$ cat src/rtl/ps2_pkg.sv
// Shared constants, FSM state type and frame check helper for the PS/2 keyboard decoder.
package ps2_pkg;

  localparam logic [7:0] PS2_PFX_EXT    = 8'hE0;
  localparam logic [7:0] PS2_PFX_REL    = 8'hF0;
  localparam int         PS2_FRAME_BITS = 11;

  typedef enum logic [1:0] {
    IDLE  = 2'd0,
    SHIFT = 2'd1,
    CHECK = 2'd2
  } ps2_state_t;

  // Frame layout after start bit: [7:0] data, [8] parity, [9] stop; odd parity over data+parity.
  function automatic logic ps2_frame_ok(input logic [9:0] frame);
    return (^frame[8:0]) & frame[9];
  endfunction

endpackage

$ cat src/rtl/ps2_line_filter.sv
// Synchronises the raw PS/2 lines and debounces the clock line; emits a one-cycle
// pulse on every filtered falling edge of the PS/2 clock.
module ps2_line_filter #(
  parameter int FILT_LEN = 8
) (
  input  logic clk_sys,
  input  logic RESET,
  input  logic ps2_clk_i,
  input  logic ps2_dat_i,
  output logic clk_f,
  output logic dat_s,
  output logic fall
);

  localparam int CW = $clog2(FILT_LEN + 1);

  logic          clk_s1_q, clk_s2_q;
  logic          dat_s1_q, dat_s2_q;
  logic          filt_q, filt_d;
  logic [CW-1:0] cnt_q, cnt_d;
  logic          fall_q, fall_d;

  // cnt_q counts consecutive synced samples that disagree with the filtered level.
  always_comb begin
    filt_d = filt_q;
    cnt_d  = cnt_q;
    fall_d = 1'b0;
    if (clk_s2_q == filt_q) begin
      cnt_d = '0;
    end else if (cnt_q == CW'(FILT_LEN - 1)) begin
      filt_d = ~filt_q;
      cnt_d  = '0;
      fall_d = filt_q;
    end else begin
      cnt_d = cnt_q + 1'b1;
    end
  end

  always_ff @(posedge clk_sys) begin
    if (RESET) begin
      clk_s1_q <= 1'b1;
      clk_s2_q <= 1'b1;
      dat_s1_q <= 1'b1;
      dat_s2_q <= 1'b1;
      filt_q   <= 1'b1;
      cnt_q    <= '0;
      fall_q   <= 1'b0;
    end else begin
      clk_s1_q <= ps2_clk_i;
      clk_s2_q <= clk_s1_q;
      dat_s1_q <= ps2_dat_i;
      dat_s2_q <= dat_s1_q;
      filt_q   <= filt_d;
      cnt_q    <= cnt_d;
      fall_q   <= fall_d;
    end
  end

  assign clk_f = filt_q;
  assign dat_s = dat_s2_q;
  assign fall  = fall_q;

endmodule

$ cat src/rtl/ps2_key_decoder.sv
// PS/2 device-to-host frame receiver producing the toggle-strobe key event word
// {toggle, pressed, extended, scancode} with E0/F0 prefix tracking.
module ps2_key_decoder
  import ps2_pkg::*;
#(
  parameter int FILT_LEN = 8,
  parameter int TIMEOUT  = 50000
) (
  input  logic        clk_sys,
  input  logic        RESET,
  input  logic        ps2_clk_i,
  input  logic        ps2_dat_i,
  output logic [10:0] ps2_key,
  output logic        frame_err
);

  localparam int               TO_W = $clog2(TIMEOUT + 1);
  localparam logic [TO_W-1:0]  TMAX = TO_W'(TIMEOUT);

  logic clk_f_unused;
  logic dat_s;
  logic fall;

  ps2_line_filter #(
    .FILT_LEN (FILT_LEN)
  ) u_filter (
    .clk_sys   (clk_sys),
    .RESET     (RESET),
    .ps2_clk_i (ps2_clk_i),
    .ps2_dat_i (ps2_dat_i),
    .clk_f     (clk_f_unused),
    .dat_s     (dat_s),
    .fall      (fall)
  );

  ps2_state_t      state_q, state_d;
  logic [3:0]      bit_cnt_q, bit_cnt_d;
  logic [9:0]      shift_q, shift_d;
  logic            ext_q, ext_d;
  logic            rel_q, rel_d;
  logic [10:0]     key_q, key_d;
  logic            err_q, err_d;
  logic [TO_W-1:0] to_q, to_d;
  logic [7:0]      rx_byte;

  assign rx_byte = shift_q[7:0];

  always_comb begin
    state_d   = state_q;
    bit_cnt_d = bit_cnt_q;
    shift_d   = shift_q;
    ext_d     = ext_q;
    rel_d     = rel_q;
    key_d     = key_q;
    err_d     = 1'b0;
    to_d      = to_q;
    case (state_q)
      IDLE: begin
        if (fall && !dat_s) begin
          state_d   = SHIFT;
          bit_cnt_d = '0;
          to_d      = '0;
        end
      end
      SHIFT: begin
        if (fall) begin
          // Right shift so the first data bit ends up in shift_q[0].
          shift_d   = {dat_s, shift_q[9:1]};
          bit_cnt_d = bit_cnt_q + 1'b1;
          to_d      = '0;
          if (bit_cnt_q == 4'(PS2_FRAME_BITS - 2)) begin
            state_d = CHECK;
          end
        end else if (to_q != TMAX) begin
          to_d = to_q + 1'b1;
          if (to_q == TMAX - 1'b1) begin
            err_d     = 1'b1;
            state_d   = IDLE;
            bit_cnt_d = '0;
            ext_d     = 1'b0;
            rel_d     = 1'b0;
          end
        end
      end
      CHECK: begin
        state_d   = IDLE;
        bit_cnt_d = '0;
        if (ps2_frame_ok(shift_q)) begin
          if (rx_byte == PS2_PFX_EXT) begin
            ext_d = 1'b1;
          end else if (rx_byte == PS2_PFX_REL) begin
            rel_d = 1'b1;
          end else begin
            key_d = {~key_q[10], ~rel_q, ext_q, rx_byte};
            ext_d = 1'b0;
            rel_d = 1'b0;
          end
        end else begin
          err_d = 1'b1;
          ext_d = 1'b0;
          rel_d = 1'b0;
        end
      end
      default: begin
        state_d = IDLE;
      end
    endcase
  end

  always_ff @(posedge clk_sys) begin
    if (RESET) begin
      state_q   <= IDLE;
      bit_cnt_q <= '0;
      shift_q   <= '0;
      ext_q     <= 1'b0;
      rel_q     <= 1'b0;
      key_q     <= '0;
      err_q     <= 1'b0;
      to_q      <= '0;
    end else begin
      state_q   <= state_d;
      bit_cnt_q <= bit_cnt_d;
      shift_q   <= shift_d;
      ext_q     <= ext_d;
      rel_q     <= rel_d;
      key_q     <= key_d;
      err_q     <= err_d;
      to_q      <= to_d;
    end
  end

  assign ps2_key   = key_q;
  assign frame_err = err_q;

endmodule

$ cat config.mk
export PLATFORM = sky130hd
export DESIGN_NAME = ps2_key_decoder
export DESIGN_NICKNAME = d
export VERILOG_FILES = /design/src/rtl/ps2_pkg.sv /design/src/rtl/ps2_line_filter.sv /design/src/rtl/ps2_key_decoder.sv
export SDC_FILE = /design/constraint.sdc
export NUM_CORES = 1
export LEC_CHECK = 0
export BUFFER_PORTS_ARGS = -buffer_cell sky130_fd_sc_hd__buf_2
export CORE_MARGIN = 2
export CORE_UTILIZATION = 35
export CTS_CLUSTER_SIZE = 40
export DETAILED_ROUTE_END_ITERATION = 8
export GPL_TIMING_DRIVEN = 0
export PLACE_DENSITY = 0.58
export SKIP_LAST_GASP = 1
export SLEW_MARGIN = 40
export SYNTH_ARGS = -nofsm -noshare
export SYNTH_HDL_FRONTEND = slang
export SYNTH_HIERARCHICAL = 1
export SYNTH_SLANG_ARGS = --single-unit
$ cat constraint.sdc
create_clock -name clk_sys -period 2.17 [get_ports clk_sys]
set_clock_uncertainty 0.1 [all_clocks]
set_input_delay 0.217 -clock clk_sys [delete_from_list [all_inputs] [get_ports clk_sys]]
set_output_delay 0.217 -clock clk_sys [all_outputs]
set_load 0.02 [all_outputs]
==> results_dict.tcl <==
set metrics [dict create \
    place.gp.congestion 0.786 \
    root_buffer "clkbuf_8" \
    rows 32 \
    arrival_ps 2280 \
    cp.buffers_inverters 1 \
    ir_drop_uv 263 \
    cpLargestDelayFamily "simple AND/OR/NAND/NOR gates" \
    synth-edff-count 0 \
    place_area_um2 2940 \
    hold_viol 0 \
    syn_area_um2 2740 \
    slowest_stage "dfxtp_4" \
    grt_use_met2_pct 21.0 \
    clk_pin_slew_ps 100 \
    io_pins 16 \
    crit_fanout 5 \
    cts.path.max_buffers 2 \
    final_area_um2 3180 \
    avgSynthCellArea_um2 8.77 \
    slew_headroom_pct 61.4 \
    hpwl_mm 4.03 \
    rsz0062_at_grt "true" \
    synthesis.nets 330 \
    stdcell_count 444 \
    wl_per_cell_um 12.7 \
    async_flop_share_pct 0 \
    cp-start-kind "flip-flop" \
    gr-max-usage-layer "met2" \
    globalRouteMet1Util_pct 19.8 \
    nNetsFinal 359 \
    cts_tree "built" \
    ys_seq_area_share_pct 41.0 \
    synth_seq_cells 56 \
    antenna_cells 0 \
    die_x_um 92.4 \
    worst_hold_path_type "primary input to flip-flop" \
    synth_cell_types 60 \
    maxCapViolations 0 \
    grt_pass1_wl_mm 9.51 \
    grt_max_degree 18 \
    fin_crit_ps 2130 \
    critPathKind "flip-flop to flip-flop" \
    dieArea_um2 8540 \
    vias 2248 \
    dr.pass1.iters 4 \
    drc_errors 0 \
    required_ps 2320 \
    p_leak_nw 1.27 \
    worstSetupEndpointType "flip-flop" \
    start_util_pct 35.8 \
    wl_mm 5.64 \
    tightest_slew_ps 579 \
    antenna_found_initial 0 \
    antenna_left 0 \
    die_height_um 92.4 \
    area_growth_pct 16.4 \
    outcome "finished, final reports clean" \
    setup_viol 0 \
    drt_iter0_markers 68 \
    grtUsageTotal_pct 13.8 \
    yosys_warnings 6 \
    holdWs_ps 75.8 \
    clk_latency_ps 310 \
    syn_inst 312 \
    slowest_delay_ps 390 \
    synth_flop_cell "dfxtp_1" \
    cts_sinks 56 \
    cellPowerDensity_nw_per_um2 551 \
    placed_cells 429 \
    post-route-worst-setup-slack_ps 38.5 \
    io_buffers 15 \
    grt_pass1_vias 1996 \
    place_ws_ps -207 \
    period_share_pct 98.2 \
    path_cells "inv_2, ha_4, xnor3_2, xnor2_2, and3_4, or3b_4, o22ai_1" \
    max_freq_ghz 0.469 \
    vias_per_cell 5.06 \
    cts_buffers 5 \
    drive_gt1_share_pct 19.3 \
    core-area_um2 7650 \
    htreeDepth 2 \
    grtUsageMet3_pct 2.69 \
    overflow 0 \
    final-max-slew-violation-count 0 \
]
[cells in the mapped netlist, types with 3 or more instances]
library cell	instances	share of area, %
nor2_1	26	3.6
a211oi_1	5	1.4
xor2_1	5	1.6
o21ai_0	10	1.8
a21oi_1	25	4.6
mux2i_1	9	3.3
or2_2	6	1.4
or3_1	4	0.91
nand3_1	13	2.4
nand3b_1	3	0.82
or4_1	3	0.82
nand4_1	5	1.1
dfxtp_1	56	41
clkbuf_1	6	0.82
buf_2	4	0.73
o21a_1	5	1.4
a21o_1	3	0.82
nand2b_1	4	0.91
nor2b_1	4	0.91
a31oi_1	3	0.69
ha_1	14	6.4
and3_1	3	0.69
inv_1	19	2.6
nand2_1	33	4.5
[cell families (layout without fill, tap and decap cells)]
| kind of cell | count (synthesis) | after routing | synth area share (%) |
|---|---|---|---|
| simple gates | 125 | 125 | 25.5 |
| flops | 56 | 56 | 41.0 |
| fa+ha+maj | 14 | 14 | 6.40 |
| xor+xnor | 9 | 9 | 3.70 |
| compound gates | 67 | 67 | 15.3 |
| mux | 10 | 10 | 3.70 |
| buf+inv | 31 | 61 | 4.44 |
[per-stage QoR]
| step | power [mW] | util [%] | TNS, ps |
|---|---|---|---|
| floorplan | 1.14 | - | 0 |
| global placement | 1.17 | 38.4 | -1070 |
| detailed placement | 1.17 | 38.4 | -1350 |
| CTS | 1.76 | 40.1 | -50.3 |
| global route | 1.83 | 41.6 | -118 |
| finish | 1.76 | 41.6 | 0 |
[metal layers]
metal | wire [um] | up-vias
met2 | 2540 | 26
met4 | 35 | 0
met3 | 132 | 5
li1 | - | 1164
met5 | 0 | -
met1 | 2930 | 1053
[area by class of cell]
type	instances	area [um^2]
well taps	102	128
clock inverters	2	16.3
plain buffers	11	61.3
repair buffers	23	144
flip-flops and latches	56	1130
fillers	773	4460
inverters	19	71.3
multi-input cells	225	1560
clock buffers	6	72.6
[report_power, final]
part           switching (mW)  internal [mW]  leakage, nW
combinational          0.0732         0.0535        0.768
clock                   0.357          0.231       0.0414
sequential            0.00663           1.03        0.456
total                   0.436           1.32         1.27
[timing repair]
action / 4_1_cts / 5_1_grt
cloned: 0 / 1
setup buffers: 1 / 4
hold buffers: 2 / 0
resized for setup: 4 / 29
pin swaps: 1 / 7
endpoints found under the setup margin: 17 / 27
hold endpoints to repair: 2 / 0
[worst reg2reg max path, stage by stage (launching register included)]
cell and delay (ps):
dfxtp_4 390, inv_2 50, ha_4 250, xnor3_2 330
xnor2_2 210, and3_4 220, or3b_4 370, o22ai_1 150
[path summary, 6_finish.rpt]
kind                                              startpoint                           end  slack [ps]  depth (start not counted)
worst max register to register       shift_q[4]$_SDFFE_PP0P_            rel_q$_SDFFE_PP0P_          40                          7
worst min-delay path                                   RESET      u_filter/fall$_SDFF_PP0_          80                          2
worst max-delay path                 shift_q[4]$_SDFFE_PP0P_            rel_q$_SDFFE_PP0P_          40                          7
worst min register to register  u_filter/clk_s1_q$_SDFF_PP1_  u_filter/clk_s2_q$_SDFF_PP1_         320                          1
[cells in the final DEF, fill, tap and decap left out, drive strengths merged, types with 4 or more instances in the layout]
cell,instances
nand2b,4
nand3b,4
buf,27
ha,14
or2,6
dfxtp,56
clkbuf,11
nor2,26
nor2b,4
o21ai,11
or3,4
a21oi,25
mux2i,9
nand2,33
nand4,5
a211oi,5
nand3,13
xor2,5
o21a,5
inv,19
[state kept, by name, indices dropped and copies added (netlist names)]
| register | count |
|---|---|
| u_filter/dat_s | 1 |
| u_filter/clk_s1_q | 1 |
| ps2_key | 11 |
| shift_q | 10 |
| ext_q | 1 |
| u_filter/clk_s2_q | 1 |
| frame_err | 1 |
| rel_q | 1 |
| to_q | 16 |
| u_filter/cnt_q | 4 |
| u_filter/dat_s1_q | 1 |
| u_filter/clk_f | 1 |
| state_q | 2 |
| u_filter/fall | 1 |
| bit_cnt_q | 4 |
No activity file was read; power rests on OpenSTA's default activity.
